## src/rtl/serial_pkg.sv

```systemverilog
// ---------------------------------------------------------------------------
// serial_pkg
//   Shared definitions for the serial frame receiver:
//     state_t          - receiver FSM state encoding
//     FRAME_DATA_BITS  - number of payload bits per frame
//     parity_mismatch  - parity check helper used when a frame completes
// ---------------------------------------------------------------------------
package serial_pkg;

  localparam int FRAME_DATA_BITS = 8;

  typedef enum logic [1:0] {
    IDLE   = 2'd0,
    DATA   = 2'd1,
    PARITY = 2'd2,
    STOP   = 2'd3
  } state_t;

  // XOR of the payload and its parity bit must be 0 for even parity and
  // 1 for odd parity. Returns 1 when the received frame breaks that rule.
  function automatic logic parity_mismatch(
    input logic [FRAME_DATA_BITS-1:0] payload,
    input logic                       parity_bit,
    input logic                       odd
  );
    return (^{payload, parity_bit}) != odd;
  endfunction

endpackage

```

## src/rtl/sipo_shift8.sv

```systemverilog
// ---------------------------------------------------------------------------
// sipo_shift8
//   8-bit LSB-first serial-in / parallel-out register. Each enabled clock
//   shifts the new bit in at the MSB, so after eight shifts the first bit
//   received sits in q[0].
//
//   Ports:
//     clk       in   clock
//     reset     in   asynchronous active-low clear
//     shift_en  in   shift one bit in on this clock
//     sin       in   serial bit
//     q         out  parallel contents
// ---------------------------------------------------------------------------
module sipo_shift8
  import serial_pkg::*;
(
  input  logic                       clk,
  input  logic                       reset,
  input  logic                       shift_en,
  input  logic                       sin,
  output logic [FRAME_DATA_BITS-1:0] q
);

  always_ff @(posedge clk or negedge reset) begin
    if (!reset) begin
      q <= '0;
    end else if (shift_en) begin
      q <= {sin, q[FRAME_DATA_BITS-1:1]};
    end
  end

endmodule

```

## src/rtl/serial_frame_rx.sv

```systemverilog
// ---------------------------------------------------------------------------
// serial_frame_rx
//   Receives frames of: start(0), 8 data bits LSB first, parity, stop(1).
//   The line is only looked at on clocks where sin_en is high; on all other
//   clocks the receiver state is frozen. Every output is a register, so a
//   completed frame is reported one clock after the stop bit is sampled.
//
//   Parameters:
//     PARITY_ODD   0 = even parity, 1 = odd parity
//
//   Ports:
//     clk          in   clock
//     reset        in   asynchronous active-low reset
//     sin          in   serial line (idle 1)
//     sin_en       in   sample strobe
//     data         out  last successfully framed byte (held between pulses)
//     data_valid   out  one-cycle pulse: new byte on data
//     parity_err   out  one-cycle pulse with data_valid when parity fails
//     framing_err  out  one-cycle pulse when the stop bit sampled 0
//     busy         out  high whenever the FSM is not in IDLE
// ---------------------------------------------------------------------------
module serial_frame_rx
  import serial_pkg::*;
#(
  parameter bit PARITY_ODD = 1'b0
) (
  input  logic       clk,
  input  logic       reset,
  input  logic       sin,
  input  logic       sin_en,
  output logic [7:0] data,
  output logic       data_valid,
  output logic       parity_err,
  output logic       framing_err,
  output logic       busy
);

  localparam logic [2:0] LAST_BIT = 3'(FRAME_DATA_BITS - 1);

  state_t                     state;
  logic [2:0]                 bit_cnt;
  logic                       parity_bit;
  logic [FRAME_DATA_BITS-1:0] shreg;
  logic                       shift_en;

  // The payload register only moves while data bits are being sampled, so
  // it still holds the complete byte when the stop bit arrives.
  assign shift_en = sin_en && (state == DATA);

  sipo_shift8 u_sipo (
    .clk      (clk),
    .reset    (reset),
    .shift_en (shift_en),
    .sin      (sin),
    .q        (shreg)
  );

  always_ff @(posedge clk or negedge reset) begin
    if (!reset) begin
      state       <= IDLE;
      bit_cnt     <= '0;
      parity_bit  <= 1'b0;
      data        <= '0;
      data_valid  <= 1'b0;
      parity_err  <= 1'b0;
      framing_err <= 1'b0;
      busy        <= 1'b0;
    end else begin
      // Pulses last exactly one clock regardless of sin_en.
      data_valid  <= 1'b0;
      parity_err  <= 1'b0;
      framing_err <= 1'b0;

      if (sin_en) begin
        case (state)
          IDLE: begin
            if (!sin) begin
              state   <= DATA;
              bit_cnt <= '0;
              busy    <= 1'b1;
            end
          end

          DATA: begin
            bit_cnt <= bit_cnt + 3'd1;
            if (bit_cnt == LAST_BIT) begin
              state <= PARITY;
            end
          end

          PARITY: begin
            parity_bit <= sin;
            state      <= STOP;
          end

          STOP: begin
            if (sin) begin
              data       <= shreg;
              data_valid <= 1'b1;
              parity_err <= parity_mismatch(shreg, parity_bit, PARITY_ODD);
            end else begin
              framing_err <= 1'b1;
            end
            // Back in IDLE the very next strobe may already be a start bit.
            state <= IDLE;
            busy  <= 1'b0;
          end

          default: begin
            state <= IDLE;
            busy  <= 1'b0;
          end
        endcase
      end
    end
  end

endmodule

```

## config.mk

```make
export PLATFORM = sky130hd
export DESIGN_NAME = serial_frame_rx
export DESIGN_NICKNAME = d
export VERILOG_FILES = /design/src/rtl/serial_pkg.sv /design/src/rtl/sipo_shift8.sv /design/src/rtl/serial_frame_rx.sv
export SDC_FILE = /design/constraint.sdc
export NUM_CORES = 1
export LEC_CHECK = 0
export CORE_AREA = 2 2 57 43
export CTS_CLUSTER_SIZE = 14
export DETAILED_ROUTE_END_ITERATION = 10
export DIE_AREA = 0 0 59 45
export DONT_BUFFER_PORTS = 1
export PLACE_DENSITY_LB_ADDON = 0.15
export SYNTH_ARGS = -nofsm -noshare
export SYNTH_HDL_FRONTEND = slang
export SYNTH_HIERARCHICAL = 1
export SYNTH_SLANG_ARGS = --single-unit
```

## constraint.sdc

```tcl
create_clock -name clk -period 2.05 [get_ports clk]
set_input_delay 0.41 -clock clk [delete_from_list [all_inputs] [get_ports clk]]
set_output_delay 0.41 -clock clk [all_outputs]
set_load 0.01 [all_outputs]
```

==> results.md <==
* Hold crit path type: primary input to flop
* Worst slew pin tran at 490 ps
* CP Data Required Time at ~2300 ps
* Fin. Hold Viols at 0
* Crit start category: flop
* Vias at approximately 670
* Mapped Cells at 97
* Initial core utilization at 0.579
* DP Wirelength at 1290 um
* Yosys reg bits at 26
* Die Ht at 45 um
* Worst R2R Start: state[1]
* Max stage delay on crit path at roughly 450 ps
* # diodes at 0
* Synthesized area per cell at approximately 12 um^2
* CP Capture Type: flop
* CTS Sinks at 26
* Crit-path max FO at 8
* TritonRoute pass-1 iters at 4
* Reg clk slew, reported paths at roughly 140 ps
* Sw frac at 0.324
* # DRC at 0
* Cell Area, Placed at approximately 1200 um^2
* Final setup viols at 0
* Clock root buffer: clkbuf_4
* WHS Path Cells at 1
* FF-to-FF End: u_sipo/q[1]
* First-pass GRT wire length at about 3300 um
* Netlist Area Pre-Place at roughly 1200 um^2
* Fin crit share at 0.782
* Clock power frac at 0.168
* Flop pwr share at 0.468
* R2R Setup Slk at about 450 ps
* Ys Warns at 6
* CP Depth at 4
* Syn-to-layout area delta at 8.46%
* WL per Instance at ~15 um
* Clock Tree Buf Depth at 2
* Vias in the first global route at roughly 670
* Max-cap violations at 0
* Worst-Skew Late Latency at 320 ps
* RSZ-0062 raised after global routing: no
* Final GP Congestion at roughly 0.77
* Total leakage power at ~0.66 nW
* Die Area at 2660 um^2
* Worst path slowest cell: and2_1
* Setup ws final at 448 ps
* Worst path bufs/invs at 1
* Async set-reset flop share out of synthesis at 1.00
* Crit path arrival time at about 1800 ps
* Share of layout cells above drive strength 1 at 0.167
* Pwr Density at ~1600 nW/um^2
* Starting DRT DRC Count at 30
* Commonest non-fill, non-tap cell in the layout: nand2_1
* Global Route Usage Sum at 0.171
* Largest net degree at the start of global routing at 27
* Pins over their slew limit at 0
* Seq/Total Area, Yosys at 0.543
* Netlist cell types at 22
* Worst vdd ir at between 0.7 and 0.8 mV
* Nets at ~110
* Final setup TNS at 0 ps
* Fin crit period at ~1600 ps
* Design area at roughly 1300 um^2
* Maximum clock frequency at 0.624 GHz
* Commonest non-fill, non-tap cells in the layout: nand2_1, dfrtp_1, mux2_4
* Post-Route Utilization at 0.628
* R2r worst-path depth at 4
* Post-synthesis xor/xnor area fraction at 0.0596
* Port Buf Inserts at 0
* CTS tree: built
* Die X at around 59 um
* Worst Hold Endpoint: framing_err
* Ys flop type: dfrtp_1
* Via/cell ratio at 5.31
* Clock skew at 4.01 ps
* P_int at 1.41 mW
* Pre-CTS WS at 471 ps
* TritonCTS buffer count at 3
* Largest family of logic cells by synthesized area: multiplexers
* Max_slew headroom at 0.674
* Core Area at 2070 um^2
* Filler cells at between 150 and 200
* Top delay family on crit path: simple AND/OR/NAND/NOR gates
* Synth Area in Compound Gates at 0.0439
* Post-Synth Simple-Gate Area at 0.123
* Initial antenna violation count at 0
* Final antenna-violating net count at 0
* Total wire length at around 1900 um
* Hold wc startpoint: sin
* Mux cell area share after synthesis at 0.145
* Switching power at 0.674 mW
* Worst-path cell chain: inv_1 > ha_1 > and2_1 > mux2_4
* Mapped Nets at roughly 110
* CTS H-tree lvls at 1
* Status: finished, final reports clean
* Post-synthesis adder-cell area fraction at 0.0627
* IO Count at 16
* Number of enable flip-flop cells after synthesis at 0
* Row cnt at 14
* Total gr overflow at 0
* Comb power frac at 0.364
* Worst Path Class, Setup: flop to flop
## worst max path at each step
stage,start,to,slack (ps)
2_1_floorplan,bit_cnt[0],state[1],690
3_3_place_gp,state[1],u_sipo/q[3],500
3_5_place_dp,state[1],u_sipo/q[1],470
4_1_cts,state[1],u_sipo/q[1],450
5_1_grt,state[1],u_sipo/q[1],340
6_report,state[1],u_sipo/q[1],450
## metal layers
metal,part of all wire,routed length [um],GRT usage,up-vias
met5,0,0,0,-
li1,-,-,-,328
met4,0,0,0.0273,0
met2,0.44,815,0.256,15
met3,0.056,104,0.0659,0
met1,0.50,933,0.244,326
## power groups by stage
stage	clock (mW)	sequential, mW	combinational (mW)
3_3_place_gp	0	0.979	0.727
5_1_grt	0.383	1.01	0.850
3_5_place_dp	0	0.988	0.748
2_1_floorplan	0	0.931	0.676
6_report	0.350	0.974	0.756
4_1_cts	0.357	0.979	0.769
## cell usage after synthesis (2+ instances only)
| cell type | count | area share |
|---|---|---|
| xnor3_1 | 2 | 0.038 |
| nor2_1 | 2 | 0.0063 |
| inv_1 | 3 | 0.0094 |
| o21ai_0 | 2 | 0.0084 |
| ha_1 | 6 | 0.063 |
| dfrtp_1 | 26 | 0.54 |
| nand2_1 | 28 | 0.088 |
| a22o_1 | 3 | 0.022 |
| mux2i_1 | 2 | 0.017 |
| xnor2_1 | 2 | 0.015 |
| mux2_4 | 8 | 0.10 |
| mux2_2 | 2 | 0.019 |
| and2_1 | 2 | 0.010 |
## cell families (layout without fill, tap and decap cells)
kind of cell | after synthesis | in the layout
XOR/XNOR | 5 | 5
AO/OA/AOI/OAI | 7 | 7
multiplexers | 13 | 13
adder cells (fa/ha/maj) | 6 | 6
buffers and inverters | 5 | 10
flip-flops | 26 | 26
AND/OR/NAND/NOR | 35 | 35
## worst reg2reg max path: cells and delay by family, from the launching register on
| family | cells | cell delay [ps] |
|---|---|---|
| flops | 1 | 430 |
| fa+ha+maj | 1 | 190 |
| buf+inv | 1 | 90 |
| mux | 1 | 340 |
| simple gates | 1 | 450 |
## registers in the layout, summed over array words and instances (netlist names)
register and count:
framing_err 1, bit_cnt 3, state 2, parity_bit 1
parity_err 1, data_valid 1, data 8, busy 1
u_sipo/q 8
## stage by stage
stage               instances  power, mW  hold WS (ps)
floorplan                  97       1.61           114
global placement          120       1.71           115
detailed placement        120       1.74           115
CTS                       126       2.11           137
global route              126       2.24           118
finish                    126       2.08           149
## cell type report
type	instances	area (um^2)	share of cell area
tap	24	30.0	0.0231
sequential	26	651	0.501
multi-input combinational	66	520	0.401
timing repair buffer	2	30.0	0.0231
inverter	4	15.0	0.0116
clock buffer	3	22.5	0.0173
clock inverter	1	30.0	0.0231
## timing repair
item | CTS | global route
gates resized for setup | 0 | 0
hold buffers | 2 | 0
setup buffers | 0 | 0
endpoints found under the hold margin | 26 | 0
(Power assumes the default switching activity.)
